==> src/rtl/sbox_pkg.sv <==
// Shared types and constants for the word-serial AES S-box.
// Basis matrices map between the AES polynomial basis and the tower-field normal basis
// used by the shared inverter. Each 64-bit constant packs eight 8-bit columns:
// bits [8i+7:8i] hold the image of input bit i.
package sbox_pkg;

    typedef enum logic [1:0] {IDLE, SUB, DONE} state_e;

    localparam logic [7:0]  AffineC     = 8'h63;
    localparam logic [63:0] FwdInBasis  = 64'h98F3F2480981A9FF;  // AES -> normal basis
    localparam logic [63:0] FwdOutBasis = 64'h582D9E0BDC040324;  // normal basis -> affine-mapped AES
    localparam logic [63:0] InvInBasis  = 64'h8C7905EB12045153;  // affine-removed AES -> normal basis
    localparam logic [63:0] InvOutBasis = 64'h64786E8C6829DE60;  // normal basis -> AES

    // GF(2) matrix-vector product: XOR together the columns selected by the set bits of x.
    function automatic logic [7:0] basis_change(input logic [7:0] x, input logic [63:0] m);
        logic [7:0] y;
        y = '0;
        for (int i = 0; i < 8; i++) begin
            if (x[i]) y ^= m[8*i +: 8];
        end
        return y;
    endfunction

endpackage

==> src/rtl/sbox_word_serial_if.sv <==
// Word-level valid/ready bus for the word-serial S-box: one input channel, one output channel.
interface sbox_word_serial_if #(
    parameter int unsigned NBYTES = 4
);
    logic                  in_valid;
    logic                  in_ready;
    logic [8*NBYTES-1:0]   D;
    logic                  dec;
    logic                  out_valid;
    logic                  out_ready;
    logic [8*NBYTES-1:0]   Q;

    modport master (
        output in_valid, D, dec, out_ready,
        input  in_ready, out_valid, Q
    );

    modport slave (
        input  in_valid, D, dec, out_ready,
        output in_ready, out_valid, Q
    );
endinterface

==> src/rtl/sbox_bidir.sv <==
// Bidirectional AES S-box built around a normal-basis GF(2^8) inverter.
// dec_i selects the input/output basis changes, so one inverter serves both directions.
// With PIPE=1 the basis-changed byte and its direction are registered before inversion.
module sbox_bidir
    import sbox_pkg::*;
#(
    parameter int unsigned PIPE = 0
) (
    input  logic       clk,
    input  logic       rst,
    input  logic [7:0] d_i,
    input  logic       dec_i,
    output logic [7:0] q_o
);

    // GF(2^2) multiply, normal basis (W^2, W)
    function automatic logic [1:0] g4_mul(input logic [1:0] x, input logic [1:0] y);
        logic e;
        e = (x[1] ^ x[0]) & (y[1] ^ y[0]);
        return {(x[1] & y[1]) ^ e, (x[0] & y[0]) ^ e};
    endfunction

    function automatic logic [1:0] g4_scl_n(input logic [1:0] x);
        return {x[0], x[1] ^ x[0]};
    endfunction

    function automatic logic [1:0] g4_scl_n2(input logic [1:0] x);
        return {x[1] ^ x[0], x[1]};
    endfunction

    // Squaring in a normal basis is a swap; in GF(2^2) it is also the inverse.
    function automatic logic [1:0] g4_sq(input logic [1:0] x);
        return {x[0], x[1]};
    endfunction

    function automatic logic [3:0] g16_mul(input logic [3:0] x, input logic [3:0] y);
        logic [1:0] e;
        e = g4_scl_n(g4_mul(x[3:2] ^ x[1:0], y[3:2] ^ y[1:0]));
        return {g4_mul(x[3:2], y[3:2]) ^ e, g4_mul(x[1:0], y[1:0]) ^ e};
    endfunction

    function automatic logic [3:0] g16_sq_scl(input logic [3:0] x);
        return {g4_sq(x[3:2] ^ x[1:0]), g4_scl_n2(g4_sq(x[1:0]))};
    endfunction

    function automatic logic [3:0] g16_inv(input logic [3:0] x);
        logic [1:0] c, d, e;
        c = g4_scl_n(g4_sq(x[3:2] ^ x[1:0]));
        d = g4_mul(x[3:2], x[1:0]);
        e = g4_sq(c ^ d);
        return {g4_mul(e, x[1:0]), g4_mul(e, x[3:2])};
    endfunction

    function automatic logic [7:0] g256_inv(input logic [7:0] x);
        logic [3:0] c, d, e;
        c = g16_sq_scl(x[7:4] ^ x[3:0]);
        d = g16_mul(x[7:4], x[3:0]);
        e = g16_inv(c ^ d);
        return {g16_mul(e, x[3:0]), g16_mul(e, x[7:4])};
    endfunction

    logic [7:0] nb_d;
    logic [7:0] stage_nb;
    logic       stage_dec;
    logic [7:0] inv_nb;

    // Input basis change; inverse direction strips the affine constant first.
    always_comb begin
        nb_d = dec_i ? basis_change(d_i ^ AffineC, InvInBasis) : basis_change(d_i, FwdInBasis);
    end

    if (PIPE != 0) begin : g_pipe
        logic [7:0] nb_q;
        logic       dec_q;

        // Optional stage after the input basis change; direction travels with the byte.
        always_ff @(posedge clk or posedge rst) begin
            if (rst) begin
                nb_q  <= '0;
                dec_q <= 1'b0;
            end else begin
                nb_q  <= nb_d;
                dec_q <= dec_i;
            end
        end

        assign stage_nb  = nb_q;
        assign stage_dec = dec_q;
    end else begin : g_comb
        logic unused_clk_rst;
        assign unused_clk_rst = clk ^ rst;
        assign stage_nb       = nb_d;
        assign stage_dec      = dec_i;
    end

    // Field inversion and output basis change; forward direction adds the affine constant.
    always_comb begin
        inv_nb = g256_inv(stage_nb);
        q_o    = stage_dec ? basis_change(inv_nb, InvOutBasis)
                           : (basis_change(inv_nb, FwdOutBasis) ^ AffineC);
    end

endmodule

==> src/rtl/sbox_word_serial.sv <==
// Byte-serial forward/inverse AES S-box for an NBYTES-byte word.
// Latches a word and direction, feeds bytes 0..NBYTES-1 through one shared S-box and
// presents the finished word on a registered Q with a valid/ready handshake.
module sbox_word_serial
    import sbox_pkg::*;
#(
    parameter int unsigned NBYTES = 4,
    parameter int unsigned PIPE   = 0
) (
    input  logic                 clk,
    input  logic                 rst,
    sbox_word_serial_if.slave    bus
);

    localparam int unsigned     CW   = $clog2(NBYTES) + 1;
    localparam int unsigned     W    = 8 * NBYTES;
    localparam logic [CW-1:0]   Last = CW'(NBYTES - 1);

    state_e          state_q, state_d;
    logic [CW-1:0]   cnt_q, cnt_d;
    logic [W-1:0]    data_q, data_d;
    logic [W-1:0]    res_q, res_d;
    logic [W-1:0]    q_q, q_d;
    logic            dec_q, dec_d;
    logic            out_valid_q, out_valid_d;

    logic            accept;
    logic [7:0]      sb_in, sb_out;
    logic            wr_en;
    logic [CW-1:0]   wr_idx;

    assign bus.in_ready  = (state_q == IDLE) || ((state_q == DONE) && bus.out_ready);
    assign bus.out_valid = out_valid_q;
    assign bus.Q         = q_q;
    assign accept        = bus.in_valid && bus.in_ready;

    // Select byte cnt of the latched word for the shared S-box.
    always_comb begin
        sb_in = '0;
        for (int i = 0; i < NBYTES; i++) begin
            if (cnt_q == CW'(i)) sb_in = data_q[8*i +: 8];
        end
    end

    sbox_bidir #(
        .PIPE (PIPE)
    ) u_sbox (
        .clk   (clk),
        .rst   (rst),
        .d_i   (sb_in),
        .dec_i (dec_q),
        .q_o   (sb_out)
    );

    if (PIPE != 0) begin : g_wr_pipe
        logic            pv_q, pv_d;
        logic [CW-1:0]   pidx_q, pidx_d;

        // Issue a byte each SUB cycle except the drain cycle, where the last byte is in the stage.
        always_comb begin
            pv_d   = (state_q == SUB) && !(pv_q && (pidx_q == Last));
            pidx_d = cnt_q;
        end

        // Valid tag and byte index that travel alongside the S-box stage register.
        always_ff @(posedge clk or posedge rst) begin
            if (rst) begin
                pv_q   <= 1'b0;
                pidx_q <= '0;
            end else begin
                pv_q   <= pv_d;
                pidx_q <= pidx_d;
            end
        end

        assign wr_en  = pv_q;
        assign wr_idx = pidx_q;
    end else begin : g_wr_comb
        assign wr_en  = (state_q == SUB);
        assign wr_idx = cnt_q;
    end

    // Next-state: result byte write, counter, FSM and output register loading.
    always_comb begin
        state_d     = state_q;
        cnt_d       = cnt_q;
        data_d      = data_q;
        dec_d       = dec_q;
        res_d       = res_q;
        q_d         = q_q;
        out_valid_d = out_valid_q;

        for (int i = 0; i < NBYTES; i++) begin
            if (wr_en && (wr_idx == CW'(i))) res_d[8*i +: 8] = sb_out;
        end

        unique case (state_q)
            IDLE: begin
                if (accept) begin
                    state_d = SUB;
                    cnt_d   = '0;
                    data_d  = bus.D;
                    dec_d   = bus.dec;
                end
            end
            SUB: begin
                if (cnt_q != Last) cnt_d = cnt_q + 1'b1;
                // Q is loaded only once the whole word is substituted.
                if (wr_en && (wr_idx == Last)) begin
                    state_d     = DONE;
                    q_d         = res_d;
                    out_valid_d = 1'b1;
                end
            end
            DONE: begin
                if (bus.out_ready) begin
                    out_valid_d = 1'b0;
                    if (accept) begin
                        state_d = SUB;
                        cnt_d   = '0;
                        data_d  = bus.D;
                        dec_d   = bus.dec;
                    end else begin
                        state_d = IDLE;
                    end
                end
            end
            default: state_d = IDLE;
        endcase
    end

    // Control and data registers.
    always_ff @(posedge clk or posedge rst) begin
        if (rst) begin
            state_q     <= IDLE;
            cnt_q       <= '0;
            data_q      <= '0;
            dec_q       <= 1'b0;
            res_q       <= '0;
            q_q         <= '0;
            out_valid_q <= 1'b0;
        end else begin
            state_q     <= state_d;
            cnt_q       <= cnt_d;
            data_q      <= data_d;
            dec_q       <= dec_d;
            res_q       <= res_d;
            q_q         <= q_d;
            out_valid_q <= out_valid_d;
        end
    end

endmodule

==> src/flat_wrapper.sv <==
// flat-port wrapper written by rule: the top's interface ports become plain ports
module sbox_word_serial_flat import sbox_pkg::*;
#(
    parameter int unsigned NBYTES = 4,
    parameter int unsigned PIPE   = 0
)
  (clk, rst, bus_in_valid, bus_D, bus_dec, bus_out_ready, bus_in_ready, bus_out_valid, bus_Q);
  sbox_word_serial_if #(.NBYTES(NBYTES)) bus_i ();
  input  logic clk;
  input  logic rst;
  input wire logic [$bits(bus_i.in_valid)-1:0] bus_in_valid;
  input wire logic [$bits(bus_i.D)-1:0] bus_D;
  input wire logic [$bits(bus_i.dec)-1:0] bus_dec;
  input wire logic [$bits(bus_i.out_ready)-1:0] bus_out_ready;
  output wire logic [$bits(bus_i.in_ready)-1:0] bus_in_ready;
  output wire logic [$bits(bus_i.out_valid)-1:0] bus_out_valid;
  output wire logic [$bits(bus_i.Q)-1:0] bus_Q;
  assign bus_i.in_valid = bus_in_valid;
  assign bus_i.D = bus_D;
  assign bus_i.dec = bus_dec;
  assign bus_i.out_ready = bus_out_ready;
  assign bus_in_ready = bus_i.in_ready;
  assign bus_out_valid = bus_i.out_valid;
  assign bus_Q = bus_i.Q;
  sbox_word_serial #(.NBYTES(NBYTES), .PIPE(PIPE)) u_core (.clk(clk), .rst(rst), .bus(bus_i));
endmodule
==> config.mk <==
export PLATFORM = sky130hd
export DESIGN_NAME = sbox_word_serial_flat
export DESIGN_NICKNAME = d
export VERILOG_FILES = /design/src/rtl/sbox_pkg.sv /design/src/rtl/sbox_word_serial_if.sv /design/src/rtl/sbox_bidir.sv /design/src/rtl/sbox_word_serial.sv /design/src/flat_wrapper.sv
export SDC_FILE = /design/constraint.sdc
export NUM_CORES = 1
export LEC_CHECK = 0
export ABC_AREA = 1
export ABC_CLOCK_PERIOD_IN_PS = 10500
export CAP_MARGIN = 0
export CORE_MARGIN = 10
export CORE_UTILIZATION = 36
export CTS_CLUSTER_DIAMETER = 200
export DETAILED_ROUTE_END_ITERATION = 16
export GPL_ROUTABILITY_DRIVEN = 0
export SLEW_MARGIN = 25
export SYNTH_ARGS = -nofsm -noshare
export SYNTH_HDL_FRONTEND = slang
export SYNTH_HIERARCHICAL = 1
export SYNTH_SLANG_ARGS = --single-unit
==> constraint.sdc <==
create_clock -name clk -period 10.5 [get_ports clk]
set_input_delay 1.05 -clock clk [delete_from_list [all_inputs] [get_ports clk]]
set_output_delay 1.05 -clock clk [all_outputs]
set_load 0.01 [all_outputs]
==> run metrics <==
hold buffer count at CTS=0; status=finished, final reports clean; Port Buffer Count=70; reg2reg start=u_core/cnt_q[2]$_DFFE_PP0P_; reg-to-reg slack, setup=between 2 and 3 ns; Post-Route M1 WL=8677 um; Crit path largest cell delay=just under 0.6 ns; Top FF cell, synth=dfrtp_1; sequential area share after synthesis=0.3469; RSZ-0062 raised after global routing=no; final instance area=~8000 um^2; top-level port count=71; clk_lat worst skew=0.36 ns; Layout Nets=1,120; most frequent cells in the layout=nand2_1 (381), nand3_1 (196), inv_1 (97); CP most frequent cell=nand2_1; Synth Warn #=6; measured slew at the worst slew-check pin=approximately 1 ns; starting density of the core=0.3664; H-tree depth=3; Yosys reg bits=95; Setup Buffers After CTS=0; asr flop ratio synth=1.000; width of the die=approximately 160 um; crit path time final=between 7 and 8 ns; WL/cell=~13 um; Slew Limit Fails=0; met2 wire length=7822 um; core area=18,710 um^2; syn nets=1,067; Top Metal Used=met4; Total Wirelength=roughly 18,000 um; largest net degree at the start of global routing=between 50 and 60; DRC viols=0; Chip Height=between 150 and 200 um; TNS Setup=0 ns; dpl hpwl=about 13,000 um; final setup vio count=0; area fraction of the dominant cell type after synthesis=0.3469; antenna violations before repair=0; cts bufs inserted=9; antenna cells=0; row count=50; worst r2r dst=u_core/res_q[18]$_DFF_PP0_; routed vias=between 6,000 and 7,000; Worst Skew=about 0.010 ns; final count of hold timing violations=0; vias in the first global route=~6,000; Die ar.=between 20,000 and 25,000 um^2; Layout area overhead=16.16%; PostCTS Resize Cnt=0; Clk Tree Root Cell=clkbuf_16; DRT Pass-1 Iters=5; Worst Hold Depth=2; synthesized area=6853 um^2; DR iter-0 viols=422; worst rel slew slack=0.3423; met3 wire len=1010 um; commonest non-fill, non-tap cell in the layout=nand2_1; CTS sink count=95; Crit Path Class=reg2reg; first-pass GRT wire length=around 30,000 um; fmax=132.0 MHz; number of synthesized flops with an enable pin=0; maximum clock insertion buffer count=2; share of layout cells above drive strength 1=0.1085; Final ANT Viol Nets=0; Setup crit end kind=flip-flop; Post-DP Area=about 7700 um^2; total global-route track usage=0.1453; worst hold path startpoint=u_core/bus.Q[9]$_DFFE_PP0P_; critical path required time=around 11 ns; CTS tree=built; Hold Crit Class=reg2reg; critical path's slowest cell=dfrtp_1; Worst EP arrival=roughly 8 ns; main area contributors after synthesis=dfrtp_1 (35%), nand2_1 (21%), nand3_1 (14%), inv_1 (5.4%), nand2_2 (4.2%); Worst Reg-to-Reg Cells=between 40 and 50; syn_area_per_cell=roughly 6.7 um^2; crit path max fanout=10; vias per inst=about 4.9; post-route clock period utilization=0.7214; cell taking the most area after synthesis=dfrtp_1; Worst Hold End=u_core/bus.Q[9]$_DFFE_PP0P_; clock slew at reported path FFs=0.07 ns; Critical Path Source Type=flip-flop; Max-Cap Viols=0; grt total ovfl=0; post-synthesis cell type count=35; Synth Instances=1,020
==> cell usage after synthesis (all sizes together) (6+ instances only) <==
master and number:
nand3 214, ha 10, and2 24, a21oi 20, nor2 36, o21ai 10, dfrtp 95, inv 115
nand4 6, xnor2 6, buf 27, nand2 431, xor2 13
==> critical path, delay by kind of cell, from the launching register on <==
kind	cells	cell delay (ns)
and+or+nand+nor	32	3.83
buffers and inverters	9	1.31
adders and majority gates	3	1.07
xor gates and xnor gates	3	0.68
DFF	1	0.58
==> metrics by stage <==
stage,util,hold WS [ns],std cells,worst slack (ns)
after CTS,0.4256,0.4857,1312,2.971
after floorplan,-,0.4489,1020,4.294
final,0.4256,0.4833,1312,2.925
after global routing,0.4256,0.4990,1312,2.145
after detailed placement,0.4104,0.4657,1296,2.995
after global placement,0.4104,0.4642,1296,3.103
==> per-layer routing <==
layer / track usage / vias to the layer above
met3: 0.03094 / 12
li1: - / 3319
met5: 0 / -
met4: 0.02691 / 0
met2: 0.2248 / 152
met1: 0.2051 / 2948
==> layout make-up <==
class	count	area [um^2]
repair buffers	72	715.7
multi-input cells	778	3849
clock inverters	7	58.81
well taps	234	292.8
clock buffers	9	225.2
inverters	117	441.7
fillers	1940	10750
flip-flops and latches	95	2377
==> registers in the layout, indices dropped and copies added, names as in the netlist <==
register and cells:
u_core/state_q 2, u_core/bus.Q 32, u_core/data_q 32, u_core/bus.out_valid 1, u_core/cnt_q 3, u_core/dec_q 1, u_core/res_q 24
==> kinds of logic (layout without fill, tap and decap cells) <==
kind of cell	after synthesis	count (layout)	synth area share
flip-flops	95	95	0.3469
AO/OA/AOI/OAI	34	34	0.02757
buffers and inverters	147	205	0.09147
AND/OR/NAND/NOR	715	715	0.4844
XOR/XNOR	19	19	0.03140
adder cells (fa/ha/maj)	10	10	0.01826
==> worst max path at each step <==
stage / startpoint / endpoint / slack (ns) / cells past startpoint
2_1_floorplan: u_core/cnt_q[2]$_DFFE_PP0P_ / u_core/res_q[11]$_DFF_PP0_ / 4.29 / 49
3_3_place_gp: u_core/cnt_q[2]$_DFFE_PP0P_ / u_core/res_q[18]$_DFF_PP0_ / 3.10 / 46
3_5_place_dp: u_core/cnt_q[2]$_DFFE_PP0P_ / u_core/bus.Q[2]$_DFFE_PP0P_ / 2.99 / 47
4_1_cts: u_core/cnt_q[2]$_DFFE_PP0P_ / u_core/res_q[18]$_DFF_PP0_ / 2.97 / 46
5_1_grt: u_core/cnt_q[2]$_DFFE_PP0P_ / u_core/bus.Q[4]$_DFFE_PP0P_ / 2.14 / 47
6_report: u_core/cnt_q[2]$_DFFE_PP0P_ / u_core/res_q[18]$_DFF_PP0_ / 2.93 / 47
Power is left out: the tool's default activity adds up to more than one toggle a clock period on the data nets, which glitch-free logic cannot reach.
